$ cat src/rtl/idex_hazard_reg_pkg.sv
// Shared ID/EX pipeline definitions: default widths, the $0 register number and the bubble control vector.
// Imported by the hazard register, its load-use detector and the bundle interface.
package idex_hazard_reg_pkg;

    localparam int DEF_DATA_W  = 32;
    localparam int DEF_REG_AW  = 5;
    localparam int DEF_ALUOP_W = 4;
    localparam int DEF_CNT_W   = 16;

    // Architectural $0: writes are discarded, so a load into it never creates a hazard.
    localparam int unsigned REG_ZERO = 0;

    typedef struct packed {
        logic valid;
        logic reg_write;
        logic mem_read;
        logic mem_write;
        logic mem_to_reg;
        logic alu_src;
    } ctrl_t;

    localparam ctrl_t CTRL_BUBBLE = '0;

    // A non-valid slot keeps its decoded controls but must never write back.
    function automatic ctrl_t qualify_ctrl(input ctrl_t c);
        ctrl_t q;
        q = c;
        if (!c.valid) begin
            q.reg_write = 1'b0;
        end
        return q;
    endfunction

endpackage

$ cat src/rtl/idex_hazard_reg_if.sv
// Decode-to-execute bundle: decoded instruction fields in, registered EX-stage fields and hazard controls out.
// master = decode/control side, slave = the ID/EX hazard register.
interface idex_hazard_reg_if
    import idex_hazard_reg_pkg::*;
#(
    parameter int DATA_W  = DEF_DATA_W,
    parameter int REG_AW  = DEF_REG_AW,
    parameter int ALUOP_W = DEF_ALUOP_W,
    parameter int CNT_W   = DEF_CNT_W
) ();

    logic               iStall;
    logic               iFlush;
    logic               iValid_ID;
    logic [REG_AW-1:0]  iRs_ID;
    logic [REG_AW-1:0]  iRt_ID;
    logic [REG_AW-1:0]  iwsel_ID;
    logic               iUseRs_ID;
    logic               iUseRt_ID;
    logic               iRegWrite_ID;
    logic               iMemRead_ID;
    logic               iMemWrite_ID;
    logic               iMemToReg_ID;
    logic               iALUSrc_ID;
    logic [ALUOP_W-1:0] iALUOp_ID;
    logic [DATA_W-1:0]  iRsData_ID;
    logic [DATA_W-1:0]  iRtData_ID;
    logic [DATA_W-1:0]  iImm_ID;
    logic [DATA_W-1:0]  iPC_ID;

    logic               oValid_RegD;
    logic [REG_AW-1:0]  oRs_RegD;
    logic [REG_AW-1:0]  oRt_RegD;
    logic [REG_AW-1:0]  owsel_RegD;
    logic               oRegWrite_RegD;
    logic               oMemRead_RegD;
    logic               oMemWrite_RegD;
    logic               oMemToReg_RegD;
    logic               oALUSrc_RegD;
    logic [ALUOP_W-1:0] oALUOp_RegD;
    logic [DATA_W-1:0]  oRsData_RegD;
    logic [DATA_W-1:0]  oRtData_RegD;
    logic [DATA_W-1:0]  oImm_RegD;
    logic [DATA_W-1:0]  oPC_RegD;
    logic               oHold_IFID;
    logic [CNT_W-1:0]   oBubbleCnt;

    modport master (
        output iStall, iFlush, iValid_ID, iRs_ID, iRt_ID, iwsel_ID, iUseRs_ID, iUseRt_ID,
               iRegWrite_ID, iMemRead_ID, iMemWrite_ID, iMemToReg_ID, iALUSrc_ID, iALUOp_ID,
               iRsData_ID, iRtData_ID, iImm_ID, iPC_ID,
        input  oValid_RegD, oRs_RegD, oRt_RegD, owsel_RegD, oRegWrite_RegD, oMemRead_RegD,
               oMemWrite_RegD, oMemToReg_RegD, oALUSrc_RegD, oALUOp_RegD, oRsData_RegD,
               oRtData_RegD, oImm_RegD, oPC_RegD, oHold_IFID, oBubbleCnt
    );

    modport slave (
        input  iStall, iFlush, iValid_ID, iRs_ID, iRt_ID, iwsel_ID, iUseRs_ID, iUseRt_ID,
               iRegWrite_ID, iMemRead_ID, iMemWrite_ID, iMemToReg_ID, iALUSrc_ID, iALUOp_ID,
               iRsData_ID, iRtData_ID, iImm_ID, iPC_ID,
        output oValid_RegD, oRs_RegD, oRt_RegD, owsel_RegD, oRegWrite_RegD, oMemRead_RegD,
               oMemWrite_RegD, oMemToReg_RegD, oALUSrc_RegD, oALUOp_RegD, oRsData_RegD,
               oRtData_RegD, oImm_RegD, oPC_RegD, oHold_IFID, oBubbleCnt
    );

endinterface

$ cat src/rtl/idex_hazard_reg_loaduse_detect.sv
// Load-use hazard detect: a load in EX whose destination is read by the instruction in ID.
// Purely combinational; hold is suppressed by a flush (the dependent instruction dies anyway).
module loaduse_detect
    import idex_hazard_reg_pkg::*;
#(
    parameter int REG_AW = DEF_REG_AW
) (
    input  logic              ex_valid,
    input  logic              ex_mem_read,
    input  logic [REG_AW-1:0] ex_wsel,
    input  logic              id_valid,
    input  logic [REG_AW-1:0] id_rs,
    input  logic [REG_AW-1:0] id_rt,
    input  logic              id_use_rs,
    input  logic              id_use_rt,
    input  logic              stall,
    input  logic              flush,
    output logic              lu,
    output logic              hold
);

    logic ex_is_load;
    logic rs_hit;
    logic rt_hit;

    assign ex_is_load = ex_valid & ex_mem_read & (ex_wsel != REG_AW'(REG_ZERO));
    assign rs_hit     = id_use_rs & (id_rs == ex_wsel);
    assign rt_hit     = id_use_rt & (id_rt == ex_wsel);

    assign lu   = ex_is_load & id_valid & (rs_hit | rt_hit);
    assign hold = stall | (lu & ~flush);

endmodule

$ cat src/rtl/idex_hazard_reg.sv
// ID/EX pipeline register with load-use bubble insertion, branch flush and global stall freeze.
// Priority per edge: stall (freeze) > flush (bubble) > load-use (bubble, count) > capture.
module idex_hazard_reg
    import idex_hazard_reg_pkg::*;
#(
    parameter int DATA_W  = DEF_DATA_W,
    parameter int REG_AW  = DEF_REG_AW,
    parameter int ALUOP_W = DEF_ALUOP_W,
    parameter int CNT_W   = DEF_CNT_W
) (
    input  logic              clk,
    input  logic              rst_n,
    idex_hazard_reg_if.slave  bus
);

    typedef struct packed {
        ctrl_t              ctrl;
        logic [REG_AW-1:0]  rs;
        logic [REG_AW-1:0]  rt;
        logic [REG_AW-1:0]  wsel;
        logic [ALUOP_W-1:0] alu_op;
        logic [DATA_W-1:0]  rs_data;
        logic [DATA_W-1:0]  rt_data;
        logic [DATA_W-1:0]  imm;
        logic [DATA_W-1:0]  pc;
    } stage_t;

    stage_t           stage_q;
    stage_t           stage_d;
    stage_t           stage_cap;
    logic [CNT_W-1:0] cnt_q;
    logic [CNT_W-1:0] cnt_d;
    logic             lu;
    logic             hold;

    loaduse_detect #(
        .REG_AW(REG_AW)
    ) u_loaduse_detect (
        .ex_valid    (stage_q.ctrl.valid),
        .ex_mem_read (stage_q.ctrl.mem_read),
        .ex_wsel     (stage_q.wsel),
        .id_valid    (bus.iValid_ID),
        .id_rs       (bus.iRs_ID),
        .id_rt       (bus.iRt_ID),
        .id_use_rs   (bus.iUseRs_ID),
        .id_use_rt   (bus.iUseRt_ID),
        .stall       (bus.iStall),
        .flush       (bus.iFlush),
        .lu          (lu),
        .hold        (hold)
    );

    // Normal capture; a non-valid slot gets a zero destination so forwarding never matches it.
    always_comb begin
        stage_cap                 = '0;
        stage_cap.ctrl.valid      = bus.iValid_ID;
        stage_cap.ctrl.reg_write  = bus.iRegWrite_ID;
        stage_cap.ctrl.mem_read   = bus.iMemRead_ID;
        stage_cap.ctrl.mem_write  = bus.iMemWrite_ID;
        stage_cap.ctrl.mem_to_reg = bus.iMemToReg_ID;
        stage_cap.ctrl.alu_src    = bus.iALUSrc_ID;
        stage_cap.ctrl            = qualify_ctrl(stage_cap.ctrl);
        stage_cap.rs              = bus.iRs_ID;
        stage_cap.rt              = bus.iRt_ID;
        stage_cap.wsel            = bus.iValid_ID ? bus.iwsel_ID : REG_AW'(REG_ZERO);
        stage_cap.alu_op          = bus.iALUOp_ID;
        stage_cap.rs_data         = bus.iRsData_ID;
        stage_cap.rt_data         = bus.iRtData_ID;
        stage_cap.imm             = bus.iImm_ID;
        stage_cap.pc              = bus.iPC_ID;
    end

    always_comb begin
        stage_d = stage_q;
        cnt_d   = cnt_q;
        if (!bus.iStall) begin
            if (bus.iFlush || lu) begin
                stage_d      = '0;
                stage_d.ctrl = CTRL_BUBBLE;
            end else begin
                stage_d = stage_cap;
            end
            // Flush wins over load-use: the killed bubble is not a load-use stall.
            if (!bus.iFlush && lu && (cnt_q != {CNT_W{1'b1}})) begin
                cnt_d = cnt_q + 1'b1;
            end
        end
    end

    always_ff @(posedge clk or negedge rst_n) begin
        if (!rst_n) begin
            stage_q <= '0;
            cnt_q   <= '0;
        end else begin
            stage_q <= stage_d;
            cnt_q   <= cnt_d;
        end
    end

    assign bus.oValid_RegD    = stage_q.ctrl.valid;
    assign bus.oRegWrite_RegD = stage_q.ctrl.reg_write;
    assign bus.oMemRead_RegD  = stage_q.ctrl.mem_read;
    assign bus.oMemWrite_RegD = stage_q.ctrl.mem_write;
    assign bus.oMemToReg_RegD = stage_q.ctrl.mem_to_reg;
    assign bus.oALUSrc_RegD   = stage_q.ctrl.alu_src;
    assign bus.oRs_RegD       = stage_q.rs;
    assign bus.oRt_RegD       = stage_q.rt;
    assign bus.owsel_RegD     = stage_q.wsel;
    assign bus.oALUOp_RegD    = stage_q.alu_op;
    assign bus.oRsData_RegD   = stage_q.rs_data;
    assign bus.oRtData_RegD   = stage_q.rt_data;
    assign bus.oImm_RegD      = stage_q.imm;
    assign bus.oPC_RegD       = stage_q.pc;
    assign bus.oHold_IFID     = hold;
    assign bus.oBubbleCnt     = cnt_q;

endmodule

$ cat src/flat_wrapper.sv
// flat-port wrapper written by rule: the top's interface ports become plain ports
module idex_hazard_reg_flat import idex_hazard_reg_pkg::*;
#(
    parameter int DATA_W  = DEF_DATA_W,
    parameter int REG_AW  = DEF_REG_AW,
    parameter int ALUOP_W = DEF_ALUOP_W,
    parameter int CNT_W   = DEF_CNT_W
)
  (clk, rst_n, bus_iStall, bus_iFlush, bus_iValid_ID, bus_iRs_ID, bus_iRt_ID, bus_iwsel_ID, bus_iUseRs_ID, bus_iUseRt_ID, bus_iRegWrite_ID, bus_iMemRead_ID, bus_iMemWrite_ID, bus_iMemToReg_ID, bus_iALUSrc_ID, bus_iALUOp_ID, bus_iRsData_ID, bus_iRtData_ID, bus_iImm_ID, bus_iPC_ID, bus_oValid_RegD, bus_oRs_RegD, bus_oRt_RegD, bus_owsel_RegD, bus_oRegWrite_RegD, bus_oMemRead_RegD, bus_oMemWrite_RegD, bus_oMemToReg_RegD, bus_oALUSrc_RegD, bus_oALUOp_RegD, bus_oRsData_RegD, bus_oRtData_RegD, bus_oImm_RegD, bus_oPC_RegD, bus_oHold_IFID, bus_oBubbleCnt);
  idex_hazard_reg_if #(.DATA_W(DATA_W), .REG_AW(REG_AW), .ALUOP_W(ALUOP_W), .CNT_W(CNT_W)) bus_i ();
  input  logic clk;
  input  logic rst_n;
  input wire logic [$bits(bus_i.iStall)-1:0] bus_iStall;
  input wire logic [$bits(bus_i.iFlush)-1:0] bus_iFlush;
  input wire logic [$bits(bus_i.iValid_ID)-1:0] bus_iValid_ID;
  input wire logic [$bits(bus_i.iRs_ID)-1:0] bus_iRs_ID;
  input wire logic [$bits(bus_i.iRt_ID)-1:0] bus_iRt_ID;
  input wire logic [$bits(bus_i.iwsel_ID)-1:0] bus_iwsel_ID;
  input wire logic [$bits(bus_i.iUseRs_ID)-1:0] bus_iUseRs_ID;
  input wire logic [$bits(bus_i.iUseRt_ID)-1:0] bus_iUseRt_ID;
  input wire logic [$bits(bus_i.iRegWrite_ID)-1:0] bus_iRegWrite_ID;
  input wire logic [$bits(bus_i.iMemRead_ID)-1:0] bus_iMemRead_ID;
  input wire logic [$bits(bus_i.iMemWrite_ID)-1:0] bus_iMemWrite_ID;
  input wire logic [$bits(bus_i.iMemToReg_ID)-1:0] bus_iMemToReg_ID;
  input wire logic [$bits(bus_i.iALUSrc_ID)-1:0] bus_iALUSrc_ID;
  input wire logic [$bits(bus_i.iALUOp_ID)-1:0] bus_iALUOp_ID;
  input wire logic [$bits(bus_i.iRsData_ID)-1:0] bus_iRsData_ID;
  input wire logic [$bits(bus_i.iRtData_ID)-1:0] bus_iRtData_ID;
  input wire logic [$bits(bus_i.iImm_ID)-1:0] bus_iImm_ID;
  input wire logic [$bits(bus_i.iPC_ID)-1:0] bus_iPC_ID;
  output wire logic [$bits(bus_i.oValid_RegD)-1:0] bus_oValid_RegD;
  output wire logic [$bits(bus_i.oRs_RegD)-1:0] bus_oRs_RegD;
  output wire logic [$bits(bus_i.oRt_RegD)-1:0] bus_oRt_RegD;
  output wire logic [$bits(bus_i.owsel_RegD)-1:0] bus_owsel_RegD;
  output wire logic [$bits(bus_i.oRegWrite_RegD)-1:0] bus_oRegWrite_RegD;
  output wire logic [$bits(bus_i.oMemRead_RegD)-1:0] bus_oMemRead_RegD;
  output wire logic [$bits(bus_i.oMemWrite_RegD)-1:0] bus_oMemWrite_RegD;
  output wire logic [$bits(bus_i.oMemToReg_RegD)-1:0] bus_oMemToReg_RegD;
  output wire logic [$bits(bus_i.oALUSrc_RegD)-1:0] bus_oALUSrc_RegD;
  output wire logic [$bits(bus_i.oALUOp_RegD)-1:0] bus_oALUOp_RegD;
  output wire logic [$bits(bus_i.oRsData_RegD)-1:0] bus_oRsData_RegD;
  output wire logic [$bits(bus_i.oRtData_RegD)-1:0] bus_oRtData_RegD;
  output wire logic [$bits(bus_i.oImm_RegD)-1:0] bus_oImm_RegD;
  output wire logic [$bits(bus_i.oPC_RegD)-1:0] bus_oPC_RegD;
  output wire logic [$bits(bus_i.oHold_IFID)-1:0] bus_oHold_IFID;
  output wire logic [$bits(bus_i.oBubbleCnt)-1:0] bus_oBubbleCnt;
  assign bus_i.iStall = bus_iStall;
  assign bus_i.iFlush = bus_iFlush;
  assign bus_i.iValid_ID = bus_iValid_ID;
  assign bus_i.iRs_ID = bus_iRs_ID;
  assign bus_i.iRt_ID = bus_iRt_ID;
  assign bus_i.iwsel_ID = bus_iwsel_ID;
  assign bus_i.iUseRs_ID = bus_iUseRs_ID;
  assign bus_i.iUseRt_ID = bus_iUseRt_ID;
  assign bus_i.iRegWrite_ID = bus_iRegWrite_ID;
  assign bus_i.iMemRead_ID = bus_iMemRead_ID;
  assign bus_i.iMemWrite_ID = bus_iMemWrite_ID;
  assign bus_i.iMemToReg_ID = bus_iMemToReg_ID;
  assign bus_i.iALUSrc_ID = bus_iALUSrc_ID;
  assign bus_i.iALUOp_ID = bus_iALUOp_ID;
  assign bus_i.iRsData_ID = bus_iRsData_ID;
  assign bus_i.iRtData_ID = bus_iRtData_ID;
  assign bus_i.iImm_ID = bus_iImm_ID;
  assign bus_i.iPC_ID = bus_iPC_ID;
  assign bus_oValid_RegD = bus_i.oValid_RegD;
  assign bus_oRs_RegD = bus_i.oRs_RegD;
  assign bus_oRt_RegD = bus_i.oRt_RegD;
  assign bus_owsel_RegD = bus_i.owsel_RegD;
  assign bus_oRegWrite_RegD = bus_i.oRegWrite_RegD;
  assign bus_oMemRead_RegD = bus_i.oMemRead_RegD;
  assign bus_oMemWrite_RegD = bus_i.oMemWrite_RegD;
  assign bus_oMemToReg_RegD = bus_i.oMemToReg_RegD;
  assign bus_oALUSrc_RegD = bus_i.oALUSrc_RegD;
  assign bus_oALUOp_RegD = bus_i.oALUOp_RegD;
  assign bus_oRsData_RegD = bus_i.oRsData_RegD;
  assign bus_oRtData_RegD = bus_i.oRtData_RegD;
  assign bus_oImm_RegD = bus_i.oImm_RegD;
  assign bus_oPC_RegD = bus_i.oPC_RegD;
  assign bus_oHold_IFID = bus_i.oHold_IFID;
  assign bus_oBubbleCnt = bus_i.oBubbleCnt;
  idex_hazard_reg #(.DATA_W(DATA_W), .REG_AW(REG_AW), .ALUOP_W(ALUOP_W), .CNT_W(CNT_W)) u_core (.clk(clk), .rst_n(rst_n), .bus(bus_i));
endmodule
$ cat config.mk
export PLATFORM = sky130hd
export DESIGN_NAME = idex_hazard_reg_flat
export DESIGN_NICKNAME = d
export VERILOG_FILES = /design/src/rtl/idex_hazard_reg_pkg.sv /design/src/rtl/idex_hazard_reg_if.sv /design/src/rtl/idex_hazard_reg_loaduse_detect.sv /design/src/rtl/idex_hazard_reg.sv /design/src/flat_wrapper.sv
export SDC_FILE = /design/constraint.sdc
export NUM_CORES = 1
export LEC_CHECK = 0
export CAP_MARGIN = 20
export CORE_MARGIN = 5
export CORE_UTILIZATION = 43
export DETAILED_ROUTE_END_ITERATION = 6
export GPL_TIMING_DRIVEN = 0
export HOLD_SLACK_MARGIN = 0.12
export PLACE_DENSITY = 0.95
export SLEW_MARGIN = 15
export SYNTH_ARGS = -nofsm -noshare
export SYNTH_HDL_FRONTEND = slang
export SYNTH_SLANG_ARGS = --single-unit
$ cat constraint.sdc
create_clock -name clk -period 7.2 [get_ports clk]
set_input_delay 2.16 -clock clk [delete_from_list [all_inputs] [get_ports clk]]
set_output_delay 2.16 -clock clk [all_outputs]
set_load 0.03 [all_outputs]
---- After elaboration in Yosys (flattened, before gate mapping) ----
Index checks and enable logic that the tools add are counted.
word-level totals
  flip-flop bits (word level) ............. 169
  word-level logic and storage cells ...... 39
  bits of input ports ..................... 159
  output and inout bits ................... 170
cells by class
  add/subtract/negate cells ............... 1
  bitwise gates (word level) .............. 11
  reduce and logical (&&, ||, !) cells .... 6
  multiplexer cells ....................... 3
  eq/ne operators ......................... 3
operator list
  cell                   count
  $mux 153               1
  $add 16x1->16 const B  1
  $ne 16x16->1 const B   1
  $eq 5x5->1             2
  $and 1x1->1            7
  $mux 5                 1
  $reduce_bool 5->1      1
  $logic_and 1x1->1      2
  $not 1->1              2
  $or 1x1->1             2
  $reduce_and 2->1       1
  $logic_not 1->1        1
  $logic_or 1x1->1       1
  $mux 1                 1

---- Depth between registers and ports, before layout ----
Gate-level depths: netlist of the first run.
  depth after elaboration ................. 7
  gate-level depth with buffers ........... 8
  depth with buffers taken out ............ 6

---- By module ----
From an unflattened synthesis of the first run, not the netlist that was laid out.
second synthesis, totals
  cell total of the unflattened synthesis .. 439
  area total of the unflattened synthesis .. 6348.6 um^2
modules (own cells, without submodules)
  module           instances  cells an instance  area an instance (um^2)  sequential area each (um^2)
  idex_hazard_reg  1          419                6185.9                   4229.1
  loaduse_detect   1          20                 162.7                    0.0

---- Worst setup path after synthesis of the first run ----
No wires, ideal clock.
  kind .................................... in2out
  start point ............................. input bus_iRs_ID[1]
  end point ............................... output bus_oHold_IFID
  required time ........................... 5.040 ns
  slack ................................... 1.594 ns
  data arrival time ....................... 3.446 ns
  stages .................................. 6
  cells stage by stage .................... xnor2_1 > nand4_1 > o22ai_2 > buf_2 > nand2_1 > o21bai_1
between the ends
  cells in the longest elaborated chain, start to end .. 6
ends and longest elaborated chain
  item         line                                  source
  from (decl)  flat_wrapper.sv:16                    input wire logic [$bits(bus_i.iRs_ID)-1:0] bus_iRs_ID;
  $eq 5x5->1   idex_hazard_reg_loaduse_detect.sv:27  assign rs_hit = id_use_rs & (id_rs == ex_wsel);
  $and 1x1->1  idex_hazard_reg_loaduse_detect.sv:27
  $or 1x1->1   idex_hazard_reg_loaduse_detect.sv:30  assign lu = ex_is_load & id_valid & (rs_hit | rt_hit);
  $and 1x1->1  idex_hazard_reg_loaduse_detect.sv:30
  $and 1x1->1  idex_hazard_reg_loaduse_detect.sv:31  assign hold = stall | (lu & ~flush);
  $or 1x1->1   idex_hazard_reg_loaduse_detect.sv:31
  to (decl)    flat_wrapper.sv:45                    output wire logic [$bits(bus_i.oHold_IFID)-1:0] bus_oHold_IFID;
Every way passes these cells.

---- Worst setup path in the final report of the first run ----
  start point ............................. input bus_iStall
  end point ............................... output bus_oHold_IFID
between the ends
  cells in the longest elaborated chain, start to end .. 1
ends and longest elaborated chain
  item         line                                  source
  from (decl)  flat_wrapper.sv:13                    input wire logic [$bits(bus_i.iStall)-1:0] bus_iStall;
  $or 1x1->1   idex_hazard_reg_loaduse_detect.sv:31
Every way passes these cells.

==> results_dict.tcl, run 1 <==
set metrics [dict create \
    grt_max_degree 86 \
    clk_path_buf_depth 2 \
    yosysWarnings 0 \
    critPathMaxFanout 10 \
    hold_buffers 0 \
    numCtsBuffers 17 \
    worst_hold_startpoint "u_core.bus.oBubbleCnt[14]" \
    cts.reportedPaths.clkPinSlew_ns 0.06 \
    hold_depth 1 \
    syn-mean-instance-area_um2 14.53 \
    layout_common_cells "clkdlybuf4s50_1 (326), dfrtp_1 (169), a22o_1 (147)" \
    antenna_found_initial 0 \
    io_pins 329 \
    ir_drop_uv 151.1 \
    finalCritPeriodShare_pct 96.90 \
    nets 942 \
    p_clk_share_pct 37.6 \
    viasPerCell 5.453 \
    dpl.cell_count 947 \
    drive_above_1_share_pct 6.792 \
    insertion_delay_ns 0.41 \
    io_buffers 327 \
    route.vias.total 5338 \
    core_um2 14480 \
    post-route-min-period_ns 6.977 \
    start_util_pct 43.67 \
    cts-root-buf "clkbuf_16" \
    worstPathArrival_ns 4.82 \
    die_area_um2 17230 \
    drt_first_pass_iters 5 \
    rows 44 \
    cp-start-kind "primary input" \
    cts-htree-levels 4 \
    power_frac_comb_pct 20.3 \
    cts_resized 1 \
    fmax_mhz 143.3 \
    switching_share_pct 26.94 \
    syn-num-nets 595 \
    fp.dieH_um 131.3 \
    r2r_start "u_core.bus.owsel_RegD[4]" \
    worst_hold_path_type "register to register" \
    power.internal_uw 1838 \
    cap_violations 0 \
    status "finished clean" \
    placed_area_um2 9858 \
    critPathCaptureType "output pin" \
    ys_seq_area_share_pct 66.89 \
    grt_pass1_vias 5955 \
    finClkSkew_ns 0.008559 \
    drtIter0Drc 394 \
    antennaDiodeCount 0 \
    final_cell_area_um2 10480 \
    area_growth_pct 65.68 \
    r2r_cells 8 \
    wire_per_inst_um 22.69 \
    dpl.hpwl_um 16760 \
    r2r_end "u_core.bus.oRtData_RegD[19]" \
    drc 0 \
    ant_nets 0 \
    clock_sinks 169 \
    cellPowerDensity_nw_per_um2 240.2 \
    crit_type "primary input to output pin" \
    grt.total_usage_pct 25.15 \
    finalSetupViolCount 0 \
    routed_wl_um 22220 \
    pwr-share-seq_pct 42.2 \
    p_sw_uw 677.8 \
    tritoncts "built" \
    synth.distinct_cells 26 \
    min_to "u_core.bus.oBubbleCnt[14]" \
    slew_viol_final 0 \
    post-cts-setup-buffers 0 \
    ys_ff_latch 169 \
    syn_inst 435 \
    die_x_um 131.3 \
    r2r_slack_ns 4.95 \
    rsz0062_at_grt "false" \
    worst_slew_pin_slew_ns 0.7057 \
    grt_first_pass_wirelength_um 34220 \
    crit_required_ns 5.04 \
    syn_area_um2 6322 \
    stdcell_count 979 \
    gr-total-overflow 0 \
    hold_violations 0 \
    final_common_cell "clkdlybuf4s50_1" \
    maxSlewHeadroom_pct 52.85 \
    gp_congestion 0.9006 \
    p_leak_uw 0.004587 \
]
[area by class of cell]
class | count | area, µm²
well taps | 184 | 230.2
clock buffers | 22 | 474.2
clock inverters | 10 | 141.4
fillers | 940 | 4004
flip-flops and latches | 169 | 4229
multi-input cells | 229 | 1881
repair buffers | 328 | 3306
inverters | 1 | 3.754
plain buffers | 36 | 210.2
[sequential cells by signal, summed over array words and instances (netlist names)]
name	cells
u_core.bus.oALUOp_RegD	4
u_core.bus.oALUSrc_RegD	1
u_core.bus.oBubbleCnt	16
u_core.bus.oImm_RegD	32
u_core.bus.oMemRead_RegD	1
u_core.bus.oMemToReg_RegD	1
u_core.bus.oMemWrite_RegD	1
u_core.bus.oPC_RegD	32
u_core.bus.oRegWrite_RegD	1
u_core.bus.oRsData_RegD	32
u_core.bus.oRs_RegD	5
u_core.bus.oRtData_RegD	32
u_core.bus.oRt_RegD	5
u_core.bus.oValid_RegD	1
u_core.bus.owsel_RegD	5
[layer usage]
layer | wire [µm] | up-vias | global-route usage [%]
li1 | - | 2368 | -
met1 | 8507 | 2647 | 29.21
met2 | 11380 | 265 | 43.59
met3 | 1538 | 58 | 7.225
met4 | 794 | 0 | 10.63
met5 | 0 | - | 0
[synth_stat cells]
cell | number | area [µm²]
dfrtp_1 | 169 | 4229
a22o_1 | 147 | 1287
xnor2_1 | 25 | 219.0
clkbuf_1 | 17 | 63.81
nand4_1 | 14 | 87.58
buf_2 | 11 | 55.05
buf_6 | 8 | 90.09
nand2_1 | 7 | 26.28
nand3_1 | 7 | 35.03
a32o_1 | 6 | 60.06
nor2_1 | 4 | 15.01
and3_1 | 3 | 18.77
nand4b_1 | 3 | 26.28
nor3_1 | 2 | 10.01
a21boi_1 | 1 | 7.510
a21oi_2 | 1 | 8.760
and2_1 | 1 | 6.260
and4_1 | 1 | 8.760
ha_1 | 1 | 12.51
inv_1 | 1 | 3.750
mux2_1 | 1 | 11.26
nor2b_1 | 1 | 6.260
nor3b_1 | 1 | 7.510
nor4_1 | 1 | 6.260
o21bai_1 | 1 | 7.510
o22ai_2 | 1 | 12.51
[worst max-delay path, cell delays in order]
cell and delay [ns]:
clkdlybuf4s50_1 0.50, clkbuf_2 0.31, clkbuf_1 0.46, clkbuf_1 0.47, o21bai_1 0.20, clkdlybuf4s50_1 0.70
[power by group through the flow]
stage               Clock [µW]  Combinational (µW)  Sequential, µW
finish                     945                 510            1060
global route               993                 533            1070
CTS                        958                 514            1060
detailed placement           0                 512            1070
global placement             0                 498            1070
floorplan                    0                96.4            1200
[per-stage QoR]
step	worst slack (ns)	utilization (%)	setup TNS (ns)	hold slack [ns]	power [µW]
6_report	0.2229	72.35	0	0.5043	2516
2_1_floorplan	1.594	-	0	0.6693	1297
5_1_grt	0.1327	72.35	0	0.5182	2593
4_1_cts	0.2348	72.35	0	0.5042	2532
3_3_place_gp	-2.689	67.86	-452.18	0.4797	1570
3_5_place_dp	-0.05130	68.09	-0.05130	0.4962	1587
[cell families after synthesis]
kind of cell	count (synthesis)	share of synthesized area, %
adders and majority gates	1	0.1979
buffers and inverters	37	3.364
DFF	169	66.89
muxes	1	0.1781
AOI/OAI and AO/OA	157	21.89
and+or+nand+nor	45	4.018
xor gates and xnor gates	25	3.463
[worst max-delay path by stage]
stage | from | to | slack [ns]
2_1_floorplan | bus_iRs_ID[1] | bus_oHold_IFID | 1.59
3_3_place_gp | rst_n | u_core.bus.oImm_RegD[16] | -2.69
3_5_place_dp | bus_iStall | bus_oHold_IFID | -0.05
4_1_cts | bus_iStall | bus_oHold_IFID | 0.23
5_1_grt | bus_iStall | bus_oHold_IFID | 0.13
6_report | bus_iStall | bus_oHold_IFID | 0.22
Note: power is estimated with default switching activity, not from simulation.
==> run 2, diff against run 1 <==
Settings changed: CORE_UTILIZATION 43 to 36, PLACE_DENSITY 0.95 to 0.86.
Clock period 7.2 ns to 6 ns, I/O delays scaled along.
==> results_dict.tcl, run 2 (same netlist as run 1, synthesis figures left out) <==
set metrics [dict create \
    p_sw_uw 832.7 \
    clock_sinks 169 \
    clk_path_buf_depth 2 \
    layout_common_cells "clkdlybuf4s50_1 (325), dfrtp_1 (169), a22o_1 (147)" \
    antennaDiodeCount 0 \
    area_growth_pct 65.47 \
    critPathMaxFanout 10 \
    drt_first_pass_iters 4 \
    pwr-share-seq_pct 43.4 \
    numCtsBuffers 17 \
    ir_drop_uv 186.4 \
    core_um2 17240 \
    crit_type "primary input to output pin" \
    fillers 1350 \
    nets 941 \
    cp-start-kind "primary input" \
    grt_max_degree 88 \
    grt_first_pass_wirelength_um 31790 \
    drive_above_1_share_pct 6.801 \
    p_leak_uw 0.004557 \
    switching_share_pct 28.46 \
    cap_violations 0 \
    hold_depth 1 \
    setup_tns_ns 0 \
    dp_slack_ns -0.5786 \
    hold_violations 0 \
    crit_slowest_cell "clkdlybuf4s50_1" \
    met2_length_um 10300 \
    slew_viol_final 0 \
    gr-total-overflow 0 \
    maxSlewHeadroom_pct 56.57 \
    tritoncts "built" \
    power.internal_uw 2093 \
    r2r_cells 8 \
    finClkSkew_ns 0.008474 \
    io_buffers 327 \
    rows 48 \
    viasPerCell 5.138 \
    worstPathArrival_ns 3.98 \
    worst_hold_path_type "register to register" \
    post-cts-setup-buffers 0 \
    insertion_delay_ns 0.42 \
    fp.dieH_um 142.5 \
    cellPowerDensity_nw_per_um2 279.6 \
    cp_num_buf_inv 3 \
    start_util_pct 36.68 \
    die_area_um2 20310 \
    status "finished clean" \
    dr_wl_met3_um 1951 \
    io_pins 329 \
    critPathCaptureType "output pin" \
    wl_met1_um 8194 \
    power_frac_comb_pct 20.7 \
    die_x_um 142.5 \
    worst_slew_pin_slew_ns 0.6500 \
    cts_resized 3 \
    hold_buffers 0 \
    crit_required_ns 4.20 \
    rsz0062_at_grt "false" \
    drc 0 \
    cts-htree-levels 4 \
    post-route-min-period_ns 5.782 \
    cts-root-buf "clkbuf_16" \
    path_depth 8 \
    top_layer_used "met4" \
    routed_wl_um 20830 \
    finalCritPeriodShare_pct 96.36 \
    wire_per_inst_um 20.44 \
    antenna_found_initial 0 \
    route.vias.total 5236 \
    critical-path-max-stage-delay_ns 0.44 \
    gp_congestion 0.8257 \
    p_clk_share_pct 35.9 \
    setup_slack_ns 0.2181 \
    final_common_cell "clkdlybuf4s50_1" \
    grt_pass1_vias 5586 \
    finalSetupViolCount 0 \
    dpl.hpwl_um 15950 \
    cts.reportedPaths.clkPinSlew_ns 0.06 \
    fmax_mhz 173.0 \
    crit_chain "clkdlybuf4s50_1, xnor2_1, nand4_1, o22ai_2, buf_2, nand2_1, o21bai_1, dlygate4sd2_1" \
    critPathTopFamily "buffers and inverters" \
    ant_nets 0 \
    grt.total_usage_pct 20.22 \
    drtIter0Drc 176 \
]
==> run 2: power groups by stage <==
stage	Combinational (µW)	Clock [µW]	Sequential, µW
finish	606	1050	1270
CTS	614	1070	1270
floorplan	116	0	1440
detailed placement	614	0	1290
global route	639	1120	1280
global placement	603	0	1290
==> run 2: metrics by stage <==
stage | hold WS, ns | total power, µW | std cells | util [%] | area, µm²
floorplan | 0.6693 | 1557 | 435 | - | 6322
global placement | 0.4777 | 1890 | 987 | 57.30 | 9877
detailed placement | 0.4870 | 1902 | 988 | 57.49 | 9910
CTS | 0.5021 | 2958 | 1019 | 60.69 | 10460
global route | 0.5221 | 3034 | 1019 | 60.69 | 10460
finish | 0.4952 | 2925 | 1019 | 60.69 | 10460
==> run 2: worst paths after layout <==
kind / slack (ns) / startpoint / to
setup / recovery: 0.22 / bus_iRs_ID[4] / bus_oHold_IFID
hold / removal: 0.50 / u_core.bus.oRegWrite_RegD / u_core.bus.oRegWrite_RegD
setup reg to reg: 3.73 / u_core.bus.owsel_RegD[4] / u_core.bus.oPC_RegD[0]
hold reg to reg: 0.50 / u_core.bus.oRegWrite_RegD / u_core.bus.oRegWrite_RegD
max in group asynchronous: 3.82 / rst_n / u_core.bus.oImm_RegD[2]
min in group asynchronous: 1.33 / rst_n / u_core.bus.oRsData_RegD[4]
==> run 2: layer usage <==
| metal | up-vias | track usage (%) |
|---|---|---|
| met5 | - | 0 |
| met4 | 0 | 6.353 |
| met3 | 29 | 6.989 |
| met2 | 244 | 33.98 |
| met1 | 2590 | 24.55 |
| li1 | 2373 | - |
==> run 2: worst reg2reg max path: cells and delay by family, from the launching register on <==
family | cells | cell delay, ns
flops | 1 | 0.43
compound gates | 3 | 0.69
xor+xnor | 1 | 0.32
buf+inv | 3 | 0.58
simple gates | 1 | 0.16
==> run 2: area by class of cell <==
class / instances / area (µm²) / share of cell area [%]
well taps: 225 / 281.5 / 2.691
plain buffers: 35 / 207.7 / 1.985
inverters: 1 / 3.754 / 0.03588
multi-input cells: 229 / 1881 / 17.98
clock inverters: 12 / 117.6 / 1.124
clock buffers: 20 / 436.7 / 4.174
flip-flops and latches: 169 / 4229 / 40.43
repair buffers: 328 / 3304 / 31.59
==> run 3, diff against run 2 <==
Settings changed: ABC_AREA set to 0, CORE_MARGIN 5 to 2.
==> results_dict.tcl, run 3 (same netlist as run 1, synthesis figures left out) <==
set metrics [dict create \
    status "finished clean" \
    post-route-min-period_ns 5.758 \
    final_common_cell "clkdlybuf4s50_1" \
    routed_wl_um 19790 \
    finalCritPeriodShare_pct 95.97 \
    insertion_delay_ns 0.41 \
    gr-total-overflow 0 \
    rsz0062_at_grt "false" \
    layout_common_cells "clkdlybuf4s50_1 (325), dfrtp_1 (169), a22o_1 (147)" \
    fp.dieH_um 136.5 \
    viasPerCell 5.158 \
    p_leak_uw 0.004580 \
    fillers 1334 \
    clk_path_buf_depth 2 \
    r2r_cells 8 \
    grt_pass1_vias 5468 \
    crit_required_ns 4.20 \
    antenna_found_initial 1 \
    io_buffers 327 \
    drc 0 \
    cp-start-kind "primary input" \
    die_area_um2 18640 \
    cts-htree-levels 4 \
    critPathMaxFanout 10 \
    ant_nets 0 \
    start_util_pct 36.68 \
    hold_depth 1 \
    numCtsBuffers 17 \
    antennaDiodeCount 0 \
    finalSetupViolCount 0 \
    ir_drop_uv 188.2 \
    gp_congestion 0.8072 \
    dpl.hpwl_um 14800 \
    hold_violations 0 \
    grt_first_pass_wirelength_um 29550 \
    crit_type "primary input to output pin" \
    worst_hold_path_type "register to register" \
    tritoncts "built" \
    slew_viol_final 0 \
    worstPathArrival_ns 3.96 \
    grt.total_usage_pct 20.88 \
    drt_first_pass_iters 4 \
    clock_sinks 169 \
    cts.reportedPaths.clkPinSlew_ns 0.07 \
    cellPowerDensity_nw_per_um2 284.2 \
    area_growth_pct 66.22 \
    drive_above_1_share_pct 7.053 \
    nets 941 \
    utilization_pct 60.97 \
    io_pins 329 \
    fmax_mhz 173.7 \
    finClkSkew_ns 0.009264 \
    cts-root-buf "clkbuf_16" \
    critPathCaptureType "output pin" \
    wire_per_inst_um 19.42 \
    core_um2 17240 \
    rows 48 \
    holdWs_ns 0.5032 \
    cap_violations 0 \
    drtIter0Drc 190 \
    post-cts-setup-buffers 0 \
    worst_slew_pin_slew_ns 0.6717 \
    maxSlewHeadroom_pct 55.12 \
    grt_max_degree 95 \
    die_x_um 136.5 \
    route.vias.total 5256 \
]
## run 3: layout make-up
class,instances,area (µm²),area share (%)
multi-input cells,229,1888,17.97
clock inverters,14,165.2,1.572
well taps,225,281.5,2.679
inverters,1,3.754,0.03572
clock buffers,18,429.2,4.084
repair buffers,328,3304,31.44
flip-flops and latches,169,4229,40.24
plain buffers,35,207.7,1.976
## run 3: critical path: stages
cell	delay, ns
clkdlybuf4s50_1	0.45
xnor2_1	0.28
nand4_1	0.19
o22ai_4	0.31
buf_2	0.27
nand2_1	0.08
o21bai_1	0.15
dlygate4sd2_1	0.43
## run 3: final timing paths
path | start | endpoint | slack (ns)
worst min-delay path | u_core.bus.oRegWrite_RegD | u_core.bus.oRegWrite_RegD | 0.50
worst min register to register | u_core.bus.oRegWrite_RegD | u_core.bus.oRegWrite_RegD | 0.50
worst max register to register | u_core.bus.owsel_RegD[4] | u_core.bus.oPC_RegD[13] | 3.78
max in group asynchronous | rst_n | u_core.bus.oRtData_RegD[18] | 3.78
worst max-delay path | bus_iRs_ID[4] | bus_oHold_IFID | 0.24
min in group asynchronous | rst_n | u_core.bus.oBubbleCnt[10] | 1.34
## run 3: repair_timing
item,4_1_cts,5_1_grt
gates resized for setup,4,0
endpoints found under the setup margin,1,0
hold buffers,0,0
## run 3: through the flow
stage	setup WS (ns)	setup TNS, ns	cells	instance area (µm²)	total power [µW]
floorplan	1.114	0	435	6322	1557
global placement	-3.602	-606.71	987	9877	1882
detailed placement	-0.6148	-0.6148	988	9910	1896
CTS	0.2508	0	1019	10510	3018
global route	0.1241	0	1019	10510	3101
finish	0.2418	0	1019	10510	2987
## run 3: routing by layer
metal	share of wire, %	track usage (%)	wire length, µm
met3	9.0	7.556	1790
met5	0.066	0	13
met2	48	34.61	9588
met4	2.7	8.275	544
met1	40	24.70	7854
## run 3: report_power, final
group / switching [µW] / internal (µW) / total (µW) / leakage, µW
registers: 50.1 / 1220 / 1270 / 0.00222
logic: 308 / 297 / 605 / 0.00207
clock network: 488 / 627 / 1110 / 0.000287
